===== src/rtl/gpu_pkg.sv =====
// gpu_pkg: shared primitive/scheduler types and screen constants
package gpu_pkg;
  localparam int ADDR_W = 19;
  localparam int POS_W = 38;
  localparam int SCREEN_W = 640;
  localparam int SCREEN_H = 480;
  typedef enum logic {PRIM_CIRCLE = 1'b0, PRIM_LINE = 1'b1} prim_t;
  typedef enum logic [1:0] {IDLE, LAUNCH, DRAW, DRAIN} sched_state_t;
  // Addresses pack {x[9:0], y[8:0]}; wrapped negatives land far beyond the limits.
  function automatic logic in_bounds(input logic [ADDR_W-1:0] a, input int w, input int h);
    return (32'(a[18:9]) < 32'(w)) && (32'(a[8:0]) < 32'(h));
  endfunction
endpackage


===== src/rtl/pix_fifo.sv =====
// pix_fifo: synchronous FIFO, power-of-two depth, combinational head read
//   push_i/wdata_i write side, pop_i/rdata_o read side,
//   full_o/empty_o flags, count_o occupancy (0..DEPTH)
module pix_fifo #(
  parameter int DEPTH = 4,
  parameter int WIDTH = 27
) (
  input  logic                       clk,
  input  logic                       n_rst,
  input  logic                       push_i,
  input  logic [WIDTH-1:0]           wdata_i,
  input  logic                       pop_i,
  output logic [WIDTH-1:0]           rdata_o,
  output logic                       full_o,
  output logic                       empty_o,
  output logic [$clog2(DEPTH):0]     count_o
);
  localparam int AW = $clog2(DEPTH);
  localparam int CW = AW + 1;
  logic [WIDTH-1:0] mem_q [DEPTH];
  logic [AW-1:0] wr_q, rd_q;
  logic [CW-1:0] cnt_q;
  always_ff @(posedge clk) begin
    if (push_i) mem_q[wr_q] <= wdata_i;
  end
  always_ff @(posedge clk or negedge n_rst) begin
    if (!n_rst) begin
      wr_q <= '0;
      rd_q <= '0;
      cnt_q <= '0;
    end else begin
      wr_q <= wr_q + AW'(push_i);
      rd_q <= rd_q + AW'(pop_i);
      cnt_q <= cnt_q + CW'(push_i) - CW'(pop_i);
    end
  end
  assign rdata_o = mem_q[rd_q];
  assign full_o = cnt_q == CW'(DEPTH);
  assign empty_o = cnt_q == '0;
  assign count_o = cnt_q;
endmodule


===== src/rtl/prim_scheduler.sv =====
// prim_scheduler: launches one rasterizer per command, clips its pixels, buffers and writes them
//   cmd_*            one-at-a-time command handshake from the decoder
//   eng_pos, *_start geometry and launch pulses to the circle/line engines
//   eng_stop         stall to the active engine while the pixel buffer is nearly full
//   circ_*/line_*    pixel streams and completion from the engines
//   fb_*             single framebuffer write port, fb_busy backpressure
//   busy, clip_cnt   status: not idle, saturating dropped-pixel count
module prim_scheduler #(
  parameter int FIFO_DEPTH = 4,
  parameter int COLOR_W = 8,
  parameter int SCREEN_W = 640,
  parameter int SCREEN_H = 480
) (
  input  logic                          clk,
  input  logic                          n_rst,
  input  logic                          cmd_valid,
  output logic                          cmd_ready,
  input  logic                          cmd_type,
  input  logic [gpu_pkg::POS_W-1:0]     cmd_pos,
  input  logic [COLOR_W-1:0]            cmd_color,
  output logic [gpu_pkg::POS_W-1:0]     eng_pos,
  output logic                          circ_start,
  output logic                          line_start,
  output logic                          eng_stop,
  input  logic [gpu_pkg::ADDR_W-1:0]    circ_addr,
  input  logic                          circ_pvalid,
  input  logic                          circ_done,
  input  logic [gpu_pkg::ADDR_W-1:0]    line_addr,
  input  logic                          line_pvalid,
  input  logic                          line_done,
  output logic [gpu_pkg::ADDR_W-1:0]    fb_addr,
  output logic [COLOR_W-1:0]            fb_data,
  output logic                          fb_we,
  input  logic                          fb_busy,
  output logic                          busy,
  output logic [15:0]                   clip_cnt
);
  import gpu_pkg::*;
  localparam int CW = $clog2(FIFO_DEPTH) + 1;
  localparam int EW = ADDR_W + COLOR_W;
  sched_state_t state_q, state_d;
  prim_t type_q;
  logic [POS_W-1:0] pos_q;
  logic [COLOR_W-1:0] color_q;
  logic [15:0] clip_q, clip_d;
  logic sel_pvalid, sel_done, take, visible, push, pop;
  logic [ADDR_W-1:0] sel_addr;
  logic fifo_full, fifo_empty;
  logic [CW-1:0] fifo_count;
  logic [EW-1:0] head;
  // Only the launched engine is listened to; the idle one may chatter freely.
  assign sel_pvalid = type_q == PRIM_LINE ? line_pvalid : circ_pvalid;
  assign sel_done = type_q == PRIM_LINE ? line_done : circ_done;
  assign sel_addr = type_q == PRIM_LINE ? line_addr : circ_addr;
  assign take = state_q == DRAW && sel_pvalid;
  assign visible = in_bounds(sel_addr, SCREEN_W, SCREEN_H);
  assign push = take && visible;
  assign pop = !fifo_empty && !fb_busy;
  assign clip_d = (take && !visible && clip_q != 16'hFFFF) ? clip_q + 16'd1 : clip_q;
  always_comb begin
    state_d = state_q;
    cmd_ready = 1'b0;
    circ_start = 1'b0;
    line_start = 1'b0;
    unique case (state_q)
      IDLE: begin
        cmd_ready = 1'b1;
        if (cmd_valid) state_d = LAUNCH;
      end
      LAUNCH: begin
        circ_start = type_q == PRIM_CIRCLE;
        line_start = type_q == PRIM_LINE;
        state_d = DRAW;
      end
      DRAW: if (sel_done) state_d = DRAIN;
      DRAIN: if (fifo_empty) state_d = IDLE;
      default: state_d = IDLE;
    endcase
  end
  always_ff @(posedge clk or negedge n_rst) begin
    if (!n_rst) begin
      state_q <= IDLE;
      type_q <= PRIM_CIRCLE;
      pos_q <= '0;
      color_q <= '0;
      clip_q <= '0;
    end else begin
      state_q <= state_d;
      clip_q <= clip_d;
      if (state_q == IDLE && cmd_valid) begin
        type_q <= prim_t'(cmd_type);
        pos_q <= cmd_pos;
        color_q <= cmd_color;
      end
    end
  end
  pix_fifo #(.DEPTH(FIFO_DEPTH), .WIDTH(EW)) u_fifo (
    .clk(clk),
    .n_rst(n_rst),
    .push_i(push),
    .wdata_i({sel_addr, color_q}),
    .pop_i(pop),
    .rdata_o(head),
    .full_o(fifo_full),
    .empty_o(fifo_empty),
    .count_o(fifo_count)
  );
  // Stopping one entry early absorbs a pixel the engine issues in the cycle stop rises.
  assign eng_stop = fifo_count >= CW'(FIFO_DEPTH - 1);
  assign fb_we = pop;
  assign fb_addr = pop ? head[EW-1:COLOR_W] : '0;
  assign fb_data = pop ? head[COLOR_W-1:0] : '0;
  assign busy = state_q != IDLE;
  assign clip_cnt = clip_q;
  assign eng_pos = pos_q;
  no_push_when_full: assert property (@(posedge clk) disable iff (!n_rst) !(push && fifo_full));
endmodule


===== config.mk =====
export PLATFORM = sky130hd
export DESIGN_NAME = prim_scheduler
export DESIGN_NICKNAME = d
export VERILOG_FILES = /design/src/rtl/gpu_pkg.sv /design/src/rtl/pix_fifo.sv /design/src/rtl/prim_scheduler.sv
export SDC_FILE = /design/constraint.sdc
export NUM_CORES = 1
export LEC_CHECK = 0
export ABC_AREA = 1
export CAP_MARGIN = 10
export CORE_MARGIN = 2
export CORE_UTILIZATION = 45
export DETAILED_ROUTE_END_ITERATION = 16
export GPL_TIMING_DRIVEN = 0
export PLACE_DENSITY_LB_ADDON = 0.2
export SLEW_MARGIN = 20
export SYNTH_ARGS = -nofsm -noshare
export SYNTH_HDL_FRONTEND = slang
export SYNTH_SLANG_ARGS = --single-unit

===== constraint.sdc =====
create_clock -name clk -period 3.31 [get_ports clk]
set_clock_uncertainty 0.2 [all_clocks]
set_input_delay 0.662 -clock clk [delete_from_list [all_inputs] [get_ports clk]]
set_output_delay 0.662 -clock clk [all_outputs]
set_load 0.005 [all_outputs]

==> results.tsv <==
stage	metric	value	unit
logic_synthesis	post-synthesis net count	824	
worst_hold_path	hold worst-path end	u_fifo.rd_q[0]$_DFF_PN0_	
critical_path	Most common cell on crit path	clkdlybuf4s50_1	
die	core area	0.0172	sq mm
placed_design	DP Area	0.0101	sq mm
critical_path	Worst Setup Start Kind	primary input	
final_layout	Sequential Area	0.00504	sq mm
critical_path	Crit Reg-Reg Startpoint	type_q$_DFFE_PN0P_	
final_layout	layout cells sized above 1	14.8	%
global_route	GRT met1 Usage	26.2	%
job	max cap viols	0	
logic_synthesis	most common flop cell mapped by yosys	edfxtp_1	
placed_design	port bufs	179	
routing	DRT iter0 DRCs	394	
cts	clock root buffer	clkbuf_16	
routing	DR vias/cell	4.92	
pwr	Pleak	4.34	nW
timing	Slew headroom	59.6	%
routing	Residual DRC	0	
pwr	Power Dens Cells	814	mW/mm^2
global_route	total track usage	20.5	%
logic_synthesis	Post-synth ARST share	40.0	%
critical_path	family with the most delay on the worst path	buffers and inverters	
routing	post-DR wirelength/cell	16.0	microns
global_route	largest net degree at the start of global routing	52	
die	Initial Util	45.8	%
critical_path	reg2reg path depth	12	
cts	CTS tree	done	
cts	clock insertion delay at the later pin of the skew report	0.43	ns
logic_synthesis	Post-Syn Instances	720	
timing	shortest period the worst path allows	3.26	ns
placed_design	Post-DP HPWL	13000	microns
critical_path	CP Cell Sequence	clkdlybuf4s50_1 -> a21oi_4 -> clkinv_2 -> clkbuf_4 -> a21oi_1 -> clkdlybuf4s50_1	
critical_path	WP data arrival	2.40	ns
logic_synthesis	synth warn	0	
die	row count	48	
global_route	first-pass GRT wire length	28500	microns
timing	Fin. Hold Viols	0	
critical_path	worst path bufs/invs	4	
die	Die ar.	0.0186	sq mm
die	Ports	180	
final_layout	fill cell count	1419	
critical_path	CP endpoint kind	output port	
timing	Final Max Tran Viols	0	
logic_synthesis	count of different cell masters after synthesis	34	
global_route	grt total ovfl	0	
critical_path	max incr delay on CP	0.55	ns
timing	Final Setup Violations	0	
final_layout	post-route cell area	0.0108	sq mm
logic_synthesis	Post-Syn Area	0.00787	sq mm
cts	CTS Buf Count	17	
logic_synthesis	sequential area share after synthesis	64.1	%
cts	Clk pin slew, worst setup/hold paths	0.07	ns
final_layout	area delta synth->final	36.8	%
die	height of the die	136	microns
global_route	initial antenna violation count	0	
global_route	Most Used Layer, Global Route	met2	
pwr	worst vdd ir	0.438	mV
cts	CTS sink count	180	
global_route	vias in the first global route	5535	
final_layout	most frequent cells in the layout	178 x clkdlybuf4s50_1, 131 x nand2_1, 126 x nor2_1, 108 x edfxtp_1, 72 x dfrtp_1	
timing	period utilisation layout	98.6	%
critical_path	Slowest cell on crit path	clkdlybuf4s50_1	
placed_design	global placement routability congestion	0.828	
logic_synthesis	Avg Cell Area, Syn	10.9	sq um
routing	Final ANT Viol Nets	0	
global_route	M2 GR Usage	32.4	%
routing	DRT Pass-1 Iters	6	
final_layout	# diodes	0	
critical_path	critical path type	in2out	
placed_design	placed insts	1129	
die	chip width	136	microns
worst_hold_path	HP Class	reg2reg	
critical_path	Reg-to-Reg End	u_fifo.mem_q[0][14]$_DFFE_PP_	
final_layout	Total Nets Final	1032	
timing	final setup TNS	0	ns
final_layout	Multi-input gate area	0.00253	sq mm
routing	final WL	18600	microns
worst_hold_path	worst hold path depth	1	
logic_synthesis	number of flops mapped to enable cells by yosys	108	
pwr	total power	8.76	mW
routing	Vias	5742	
final_layout	commonest non-fill, non-tap cell in the layout	clkdlybuf4s50_1	
final_layout	Cell Count, Final, Fillers Out	1166	
timing	Worst-Margin Slew	0.606	ns
timing	Peak Freq	307	MHz
global_route	GRT met3 Usage	7.38	%
worst_hold_path	critical hold path startpoint	u_fifo.rd_q[0]$_DFF_PN0_	
cts	CTS H-tree lvls	4	
status	status	finished, final reports clean	
timing	unrepaired setup endpoints after global routing	no	
logic_synthesis	flops & latches, synth	180	
cts	Max clock buf depth	2	
critical_path	Max Fanout on Critical Path	10	
critical_path	R2R setup slack	0.74	ns
critical_path	WP data required	2.45	ns
[cell usage after synthesis (6+ instances only)]
library cell	count	area, sq um
nand2_1	131	492
nor2_1	130	488
edfxtp_1	108	3240
dfrtp_1	72	1800
o21ai_0	53	265
inv_1	46	173
mux2_2	46	518
a21oi_1	30	150
nand3_1	16	80.1
clkbuf_1	15	56.3
nand4_1	11	68.8
ha_1	10	125
o21ai_1	7	35.0
buf_1	6	22.5
[registers in the layout, summed over array words and instances (netlist names)]
register        count
u_fifo.wr_q         2
type_q              1
u_fifo.mem_q      108
clip_cnt           16
color_q             8
u_fifo.count_o      3
eng_pos            38
u_fifo.rd_q         2
state_q             2
[layer usage]
metal / vias to the layer above / routed length [microns] / share of wire [%]
li1: 2833 / - / -
met2: 196 / 8610 / 46
met4: 0 / 299 / 1.6
met5: - / 0 / 0
met1: 2690 / 8070 / 43
met3: 23 / 1630 / 8.8
[layout make-up]
| type | count | area share, % |
|---|---|---|
| multi-input combinational | 459 | 23.5 |
| buffer | 30 | 1.71 |
| inverter | 51 | 1.83 |
| timing repair buffer | 189 | 18.2 |
| clock buffer | 20 | 4.36 |
| sequential | 180 | 46.9 |
| clock inverter | 12 | 0.872 |
| tap | 225 | 2.62 |
[what timing repair did]
action,CTS,global route
buffers inserted,2,2
endpoints found under the setup margin,27,22
gates resized for setup,17,19
hold endpoints to repair,21,0
hold buffers,1,0
[worst max path at each step]
stage	start	slack [ns]	end	depth (start not counted)
CTS	u_fifo.rd_q[1]$_DFF_PN0_	-0.01	fb_data[4]	6
global placement	n_rst	-1.37	eng_pos[18]$_DFFE_PN0P_	1
floorplan	line_addr[16]	0.21	u_fifo.mem_q[0][0]$_DFFE_PP_	10
global route	u_fifo.rd_q[0]$_DFF_PN0_	0.004	fb_addr[0]	6
detailed placement	fb_busy	-0.60	fb_data[4]	6
finish	fb_busy	0.05	fb_data[4]	6
[logic make-up after synthesis]
logic type | synth area share, %
compound gates | 6.33
xor+xnor | 0.780
fa+ha+maj | 1.85
buf+inv | 4.28
flops | 64.1
mux | 6.59
simple gates | 16.0
[where the power goes]
part | internal [mW] | switching, mW
Sequential | 3.09 | 0.297
Combinational | 1.73 | 1.73
Clock | 1.04 | 0.877
[stage by stage]
step,util [%],setup WS (ns),hold slack (ns)
after floorplan,-,0.212,0.166
after global placement,57.9,-1.37,0.270
after detailed placement,58.8,-0.596,0.279
after CTS,62.4,-0.0103,0.295
after global routing,62.6,0.00440,0.321
final,62.6,0.0476,0.306
[worst reg2reg max path: cells and delay by family, from the launching register on]
kind | cells | cell delay (ns)
buf+inv | 4 | 0.66
flops | 1 | 0.43
simple gates | 8 | 0.97
Power figures use the tool's default switching activity.
